### src/rtl/flit_inject_sched.sv
// Two-requester flit injector onto a ring slot: transit traffic has priority,
// free slots are filled round-robin from per-requester FIFOs, starvation is flagged.
module flit_inject_sched #(
    parameter int unsigned DEPTH      = 4,
    parameter int unsigned STARVE_LIM = 8
) (
    input  logic       clk,
    input  logic       rst_n,
    input  logic [9:0] req0_flit,
    input  logic       req0_valid,
    output logic       req0_ready,
    input  logic [9:0] req1_flit,
    input  logic       req1_valid,
    output logic       req1_ready,
    input  logic [9:0] net_in,
    output logic [9:0] net_out,
    output logic [1:0] inj_grant,
    output logic       starve
);

    localparam int unsigned PW = $clog2(DEPTH);
    localparam int unsigned CW = PW + 1;
    localparam logic [7:0]  LIM = 8'(STARVE_LIM);

    typedef enum logic [1:0] {IDLE, ARB, BLOCK} state_e;

    state_e        state;
    logic [9:0]    mem_q    [2][DEPTH];
    logic [9:0]    mem_d    [2][DEPTH];
    logic [PW-1:0] wr_ptr_q [2];
    logic [PW-1:0] wr_ptr_d [2];
    logic [PW-1:0] rd_ptr_q [2];
    logic [PW-1:0] rd_ptr_d [2];
    logic [CW-1:0] count_q  [2];
    logic [CW-1:0] count_d  [2];
    logic [9:0]    flit_in  [2];
    logic [1:0]    valid_in;
    logic [1:0]    ready;
    logic [1:0]    push;
    logic [1:0]    pop;
    logic [1:0]    nonempty;
    logic          winner;
    logic          rr_last_q, rr_last_d;
    logic [7:0]    blk_cnt_q, blk_cnt_d;
    logic [9:0]    net_out_q, net_out_d;
    logic [1:0]    inj_grant_q, inj_grant_d;
    logic          starve_q, starve_d;

    always_comb begin
        flit_in[0] = req0_flit;
        flit_in[1] = req1_flit;
        valid_in   = {req1_valid, req0_valid};
        for (int unsigned i = 0; i < 2; i++) begin
            // Readiness comes from the registered count only, so a full FIFO
            // refuses a push even in the cycle it pops.
            ready[i]    = (count_q[i] < CW'(DEPTH));
            nonempty[i] = (count_q[i] != '0);
        end
        push = valid_in & ready;
    end

    assign req0_ready = ready[0];
    assign req1_ready = ready[1];

    always_comb begin
        state = IDLE;
        if (nonempty != 2'b00) begin
            state = net_in[9] ? BLOCK : ARB;
        end
    end

    always_comb begin
        net_out_d   = '0;
        inj_grant_d = '0;
        pop         = '0;
        rr_last_d   = rr_last_q;
        blk_cnt_d   = '0;
        winner      = (nonempty == 2'b11) ? ~rr_last_q : ~nonempty[0];
        if (net_in[9]) begin
            net_out_d = net_in;
        end
        case (state)
            ARB: begin
                pop[winner]         = 1'b1;
                net_out_d           = mem_q[winner][rd_ptr_q[winner]];
                inj_grant_d[winner] = 1'b1;
                rr_last_d           = winner;
            end
            BLOCK: begin
                blk_cnt_d = (blk_cnt_q >= LIM) ? LIM : blk_cnt_q + 8'd1;
            end
            default: ;
        endcase
        starve_d = (blk_cnt_d == LIM);
    end

    always_comb begin
        mem_d = mem_q;
        for (int unsigned i = 0; i < 2; i++) begin
            wr_ptr_d[i] = wr_ptr_q[i];
            rd_ptr_d[i] = rd_ptr_q[i];
            if (push[i]) begin
                mem_d[i][wr_ptr_q[i]] = {1'b1, flit_in[i][8:0]};
                wr_ptr_d[i]           = wr_ptr_q[i] + PW'(1);
            end
            if (pop[i]) begin
                rd_ptr_d[i] = rd_ptr_q[i] + PW'(1);
            end
            count_d[i] = count_q[i] + CW'(push[i]) - CW'(pop[i]);
        end
    end

    always_ff @(posedge clk or negedge rst_n) begin
        if (!rst_n) begin
            mem_q       <= '{default: '0};
            wr_ptr_q    <= '{default: '0};
            rd_ptr_q    <= '{default: '0};
            count_q     <= '{default: '0};
            rr_last_q   <= 1'b1;
            blk_cnt_q   <= '0;
            net_out_q   <= '0;
            inj_grant_q <= '0;
            starve_q    <= 1'b0;
        end else begin
            mem_q       <= mem_d;
            wr_ptr_q    <= wr_ptr_d;
            rd_ptr_q    <= rd_ptr_d;
            count_q     <= count_d;
            rr_last_q   <= rr_last_d;
            blk_cnt_q   <= blk_cnt_d;
            net_out_q   <= net_out_d;
            inj_grant_q <= inj_grant_d;
            starve_q    <= starve_d;
        end
    end

    assign net_out   = net_out_q;
    assign inj_grant = inj_grant_q;
    assign starve    = starve_q;

endmodule
### config.mk
export PLATFORM = sky130hd
export DESIGN_NAME = flit_inject_sched
export DESIGN_NICKNAME = d
export VERILOG_FILES = /design/src/rtl/flit_inject_sched.sv
export SDC_FILE = /design/constraint.sdc
export NUM_CORES = 1
export LEC_CHECK = 0
export ABC_CLOCK_PERIOD_IN_PS = 3180
export CORE_ASPECT_RATIO = 0.9
export CORE_UTILIZATION = 25
export DETAILED_ROUTE_END_ITERATION = 7
export PLACE_DENSITY = 0.42
export SYNTH_ARGS = -nofsm -noshare
export SYNTH_HDL_FRONTEND = slang
export SYNTH_SLANG_ARGS = --single-unit
### constraint.sdc
create_clock -name clk -period 3.18 [get_ports clk]
set_input_delay 0.318 -clock clk [delete_from_list [all_inputs] [get_ports clk]]
set_output_delay 0.318 -clock clk [all_outputs]
set_load 0.05 [all_outputs]
======== Yosys cells after proc, flatten, opt, wreduce, memory -nomap -nowiden ========
Index checks and enable logic that the tools add are counted.
storage, ports and cells
  flip-flop bits (word level) ............. 116
  bits in latches ......................... 0
  RAM bits ................................ 0
  memory bits (read-only) ................. 0
  input port bits ......................... 34
  output and inout port bits .............. 15
  logic and storage cells ................. 81
  memories ................................ 0
cells by class
  $add $sub $neg .......................... 9
  multipliers ............................. 0
  div/mod/pow operators ................... 0
  order comparisons ....................... 11
  equality and inequality tests ........... 4
  shifts and indexed selects .............. 0
  muxes and demuxes ....................... 25
  bitwise operators ....................... 7
  reduce and logical (&&, ||, !) cells .... 6
operators by type and width
  cell                                                                    number
  40-bit two-way mux                                                      3
  40-bit bitwise mux                                                      2
  10-bit two-way mux                                                      6
  10-bit demux with 2-bit select                                          2
  10-bit binary-select mux with 2-bit select                              1
  8-bit two-way mux                                                       2
  2-bit two-way mux                                                       6
  3-bit >= comparator (second input constant)                             3
  2-bit inverter with 3-bit output                                        3
  2-bit by 1-bit adder with 2-bit output (second input constant)          4
  8-bit by 1-bit adder with 8-bit output (second input constant)          1
  8-bit by 4-bit equality test with 1-bit output (second input constant)  1
  8-bit by 4-bit >= comparator with 1-bit output (second input constant)  1
  3-bit by 1-bit adder with 3-bit output                                  2
  3-bit by 1-bit < comparator with 1-bit output (second input constant)   2
  3-bit < comparator (second input constant)                              2
  3-bit nonzero test                                                      2
  3-bit by 1-bit subtractor with 3-bit output                             2
  2-bit equality test (second input constant)                             2
  1-bit logical AND                                                       3
  2-bit bitwise AND                                                       1
  2-bit by 1-bit equality test with 1-bit output (second input constant)  1
  2-bit >= comparator (second input constant)                             1
  1-bit by 2-bit < comparator with 1-bit output (second input constant)   1
  other kinds (6)                                                         8

======== Longest topological paths before layout ========
  depth in word-level cells ............... 12
  depth in mapped cells ................... 10
  depth with buffers taken out ............ 9

======== Least setup slack after synthesis ========
Ideal clock, no wire load.
  kind .................................... flip-flop to flip-flop
  start point ............................. register count_q[5] (netlist name)
  end point ............................... register count_q[5] (netlist name)
  setup time .............................. 0.139 ns
  arrival ................................. 2.444 ns
  data required time ...................... 3.041 ns
  slack ................................... 0.597 ns
  stages on the path, launching flop included .. 11
  buffers on the path ..................... 1
  clock period less this slack ............ 2.583 ns
  cells stage by stage .................... dfrtp_1 or3_4 o21ai_1 buf_2 nor2_1 ha_1 inv_1 ha_1 fa_1 xnor2_1 xnor2_1
RTL lines
  element                   line  source
  start: declaration        34    logic [CW-1:0] count_q [2];
  start signal: assignment  128   count_q <= count_d;

==> impl_results.md <==
- Status: finished, final reports clean
- Gr usage total: 11.7%
- Routed vias: 3154
- Height of the die: 138 um
- H-Tree Depth: 4
- Slew headroom: 34.8%
- Yosys top cell by area: dfrtp_1
- Die W: 154 um
- Max Clock Freq: 400 MHz
- Slowest cell on crit path: or3_4
- Number of register bits inferred by synthesis: ~120
- Area grow syn2layout: 26.1%
- RR Startpoint: count_q[5]$_DFF_PN0_
- Worst slack, placed: between 600 and 700 ps
- DR WL/cell: 15.6 um
- HP Class: register to register
- Synth Warn #: 0
- Arrival @ worst endpoint: 2800 ps
- GP Congestion: slightly above 0.7
- Final Max Slew Viols: 0
- Kind of critical path: register to register
- Max-capacitance violation count: 0
- IO Pins: 49
- Mean Syn Cell Area: between 10 and 15 sq um
- Cell Area, Synth: between 5000 and 6000 sq um
- Nets: between 500 and 600
- TritonCTS clock tree: done
- GR Overflow Total: 0
- CTS Buf Count: 17
- Final HPWL DP: 7730 um
- Starting density of the core: 25.7%
- Clock net sink count: about 120
- Worst slew pin tran: 978 ps
- Fin cells: between 700 and 800
- CP Launch Point: count_q[5]$_DFF_PN0_
- Peak VDD IR: about 0.42 mV
- Period utilisation layout: between 70 and 80%
- Register area share after synthesis: between 50% and 60%
- Setup Viol. Count Final: 0
- Share of layout cells above drive strength 1: 27.8%
- Unique masters post-synth: 31
- Final WL: roughly 11000 um
- Post-route ant nets: 0
- Port-buffer cells: 46
- Max FO, Critical Path: 5
- Lkg Pwr: approximately 2.8 nW
- Core ar.: just over 20000 sq um
- ANT cells: 0
- Final hold vios: 0
- Largest net degree at the start of global routing: 62
- Leading register cell type out of synthesis: dfrtp_1
- Initial antenna violation count: 0
- Top post-synthesis cells by area: dfrtp_1, mux2_2, mux2i_1, ha_1, nand2_1
- Worst-Skew Late Latency: approximately 400 ps
- CTS max path bufs: 2
- Post-CTS Setup Bufs: 0
- Final WS setup: between 600 and 700 ps
- First-pass GRT wire length: about 18000 um
- Post-synth top area share: 55.7%
- Count of mapped cells out of synthesis: 399
- Unrepaired setup endpoints after global routing: false
- CP Cell Sequence: or3_4 -> a21o_1 -> nor2_1 -> ha_1 -> inv_1 -> ha_1 -> fa_1 -> xnor2_1 -> xnor2_1
- CP endpoint kind: register
- Async S/R FF share, synth: 100%
- Reg clk slew, reported paths: 50 ps
- Power per Cell Area: 1070 nW/um^2
- Via density: around 4.3
- Hold_sp: mem_q[19]$_DFFE_PN0P_
- Fill cells: 2021
- Clk_skew: just over 8 ps
- # rows: 49
- CP required: 3480 ps
- Worst Setup Start Kind: register
- Initial DRT Pass Iterations: 4
- DR iter-0 viols: 79
- TNS Setup: 0 ps
- Drt drc: 0
- Cell total after placement: 698
- Final min period: 2500 ps
- Vias in the first global route: 3441
- EDFF count, synth: 0
- CP peak stage delay: about 420 ps
- Die area: 21300 sq um
- Root buf cell: clkbuf_16
==> routing by layer <==
layer  part of all wire [%]  global-route usage (%)
met3                    3.6                    3.70
met2                     47                    18.7
met4                    1.4                    4.74
met5                      0                       0
met1                     48                    14.7
==> cells by family (layout without fill, tap and decap cells) <==
| kind of cell | count (synthesis) | after routing | share of synthesized area, % |
|---|---|---|---|
| XOR/XNOR | 11 | 11 | 1.86 |
| AND/OR/NAND/NOR | 80 | 80 | 7.14 |
| multiplexers | 111 | 111 | 23.7 |
| other | 1 | 4 | 0.0726 |
| buffers and inverters | 32 | 104 | 2.35 |
| flip-flops | 116 | 116 | 56.2 |
| adder cells (fa/ha/maj) | 16 | 16 | 4.16 |
| AO/OA/AOI/OAI | 32 | 32 | 4.53 |
==> where the power goes <==
part / total (mW) / switching (mW) / internal [mW]
clock: 1.72 / 0.628 / 1.10
combinational: 2.68 / 1.39 / 1.29
sequential: 2.56 / 0.391 / 2.17
total: 6.96 / 2.41 / 4.55
==> cells in the mapped netlist (2+ instances only) <==
| master | number |
|---|---|
| mux2_2 | 91 |
| o211ai_1 | 18 |
| xnor2_1 | 10 |
| inv_1 | 19 |
| clkbuf_1 | 12 |
| nand2_1 | 41 |
| dfrtp_1 | 115 |
| o32ai_2 | 2 |
| fa_1 | 2 |
| nand2b_1 | 9 |
| mux2i_1 | 20 |
| ha_1 | 14 |
| a21oi_1 | 2 |
| nor3_1 | 5 |
| nand3_1 | 11 |
| nor2b_1 | 2 |
| o21ai_0 | 6 |
| nor2_1 | 7 |
==> critical path: cells and delay by family (launching register included) <==
kind                       cells  cell delay, ps
adders and majority gates      3             740
and+or+nand+nor                2             690
DFF                            1             400
xor gates and xnor gates       2             260
AOI/OAI and AO/OA              1             250
buffers and inverters          1              40
==> worst paths after layout <==
check,cells after the start,to,slack (ps)
worst min register to register,1,mem_q[19]$_DFFE_PN0P_,460
worst min-delay path,1,mem_q[19]$_DFFE_PN0P_,460
worst max-delay path,9,count_q[2]$_DFF_PN0_,680
worst max register to register,9,count_q[2]$_DFF_PN0_,680
max in group asynchronous,3,mem_q[63]$_DFFE_PN0P_,1830
min in group asynchronous,2,count_q[2]$_DFF_PN0_,520
==> registers in the layout, summed over array words and instances, names as in the netlist <==
| name | cells |
|---|---|
| blk_cnt_q | 8 |
| inj_grant | 2 |
| net_out | 10 |
| wr_ptr_q | 4 |
| starve | 1 |
| count_q | 6 |
| rr_last_q | 1 |
| rd_ptr_q | 4 |
| mem_q | 80 |
==> timing repair <==
item | in CTS | in global routing
endpoints found under the hold margin | 4 | 0
hold buffers | 1 | 0
gates resized for setup | 0 | 0
==> per-stage QoR <==
step / cell area (sq um) / hold slack (ps) / power, mW / util [%]
floorplan: 5180 / 22.4 / 4.49 / -
global placement: 5980 / 432 / 5.23 / 29.8
detailed placement: 5980 / 451 / 5.32 / 29.8
CTS: 6520 / 449 / 7.09 / 32.4
global route: 6520 / 478 / 7.47 / 32.4
finish: 6520 / 457 / 6.96 / 32.4
==> cell usage in the layout, fill, tap and decap left out, types with 2 or more instances in the layout <==
cell type,instances
conb_1,4
buf_4,8
fa_1,2
inv_1,19
nor3_1,5
mux2_2,91
dfrtp_1,115
xnor2_1,10
o211ai_1,18
nand2_1,41
nor2_1,7
mux2i_1,20
o32ai_2,2
clkbuf_16,17
a21oi_1,2
ha_1,14
clkdlybuf4s50_1,45
nor2b_1,2
clkbuf_8,2
nand2b_1,9
o21ai_0,6
clkbuf_1,5
clkinv_2,5
nand3_1,11
==> cell type report <==
type | instances | area (sq um) | share of cell area (%)
timing repair buffer | 55 | 541 | 8.29
sequential | 116 | 2900 | 44.5
multi-input combinational | 254 | 2160 | 33.1
inverter | 19 | 71.3 | 1.09
tap | 255 | 319 | 4.89
clock buffer | 24 | 472 | 7.23
clock inverter | 6 | 55.1 | 0.844
Power figures use the tool's default switching activity.
==> RTL change (config.mk and constraints unchanged) <==
Set the parameter `DEPTH` to 8 (it was 4).
--- a/src/rtl/flit_inject_sched.sv
+++ b/src/rtl/flit_inject_sched.sv
@@ -3,3 +3,3 @@
 module flit_inject_sched #(
-    parameter int unsigned DEPTH      = 4,
+    parameter int unsigned DEPTH      = 8,
     parameter int unsigned STARVE_LIM = 8
Behaviour: not the same (a bounded check fails within 10 cycles, from zero or initial values and one cycle with rst_n low).
==> RTL change against the original RTL <==
Non-clock buffer count up 14. Via count up 69%. First-iteration DRC count increased by 130%. Power grew 71%. Die area grew 77%. Setup slack worse by 100 ps. Area after synthesis is 79% higher. Synthesized cell count grew 55%. Count of clock-buffer cells in the layout grew 11. Design area rose by 71%. Core utilization fell by 1.6 points. Wire length up 97%. Sequential cell count increased by 86. Largest power group unchanged. Highest routed layer unchanged.
==> RTL change: results (changes against the original RTL) <==
CP Max Fanout -> 6 (+1)
ClkCell Share -> 7.18% (-0.89 points)
Non-clk bufs -> 69 (+25%)
Run status -> completed
Worst-case clock buffer depth -> 3 (+1)
Period Utilization, post-route -> 81.9% (+3.2 points)
Critical path arrival -> 3010 ps (+210 ps)
Worst-skew pair later-pin latency -> 530 ps (+120 ps)
Logic inverters -> 20 (+1)
First-pass GRT wire length -> 35200 µm (+91%)
Switching share of power -> 33.6% (-0.95 points)
Multi-input combinational area share -> 35.6% (+2.5 points)
Endpoint, Worst Hold -> net_out[6]$_DFF_PN0_
Worst slew pin tran -> 840 ps (-137 ps)
Critical Path End -> count_q[1]$_DFF_PN0_
Leakage -> 4.75 nW (+68%)
Nets -> 745 (+45%)
CTS Buf Count -> 25 (+8)
Synth Instances -> 620 (+55%)
Largest net degree at the start of global routing -> 89 (+44%)
CP max stage delay -> 520 ps (+100 ps)
Fillers -> 3549 (+76%)
Register area share after synthesis -> 54.7% (-1.4 points)
Worst Skew -> 13.9 ps (+5.67 ps)
P_int -> 0.00790 W (+74%)
Top cells by count, synth -> 201 x dfrtp_1, 145 x mux2_2, 29 x mux4_2
Routed WL -> 22300 µm (+97%)
P_comb -> 0.00460 W (+72%)
Hold Crit Depth -> 3 (+2)
Multi-input gates -> 375 (+48%)
Post-DP Area -> 10400 µm² (+73%)
CP max stage cell -> or3b_1
Worst Min Path Start -> net_in[6]
Layout cells sized above 1 -> 38.6% (+11 points)
RTL change: cell count changes after synthesis, moves of 9 or more:
cell,delta
dfrtp_1,+86
mux2_2,+54
mux4_2,+29
o211ai_1,-18
nand2_1,-17
a21oi_1,+12
buf_2,+12
nor3b_1,+12
a211oi_2,+9
a22oi_1,+9
RTL change: metal layers:
metal,vias up,wire length [µm],global-route usage [%],share of wire [%]
met5,-,0,0,0
met4,0,464,3.07,2.1
met3,34,718,2.00,3.2
met2,77,10700,20.3,48
met1,2816,10500,16.7,47
li1,2401,-,-,-
RTL change: kinds of logic (layout without fill, tap and decap cells):
logic type                 after synthesis  after routing  share of synthesized area (%)
AOI/OAI and AO/OA                       50             50                           5.17
adders and majority gates               18             18                           2.60
buffers and inverters                   46            133                           2.40
xor gates and xnor gates                13             13                           1.23
muxes                                  197            197                           27.6
DFF                                    202            202                           54.7
other                                    1              4                         0.0406
and+or+nand+nor                         93             93                           6.18
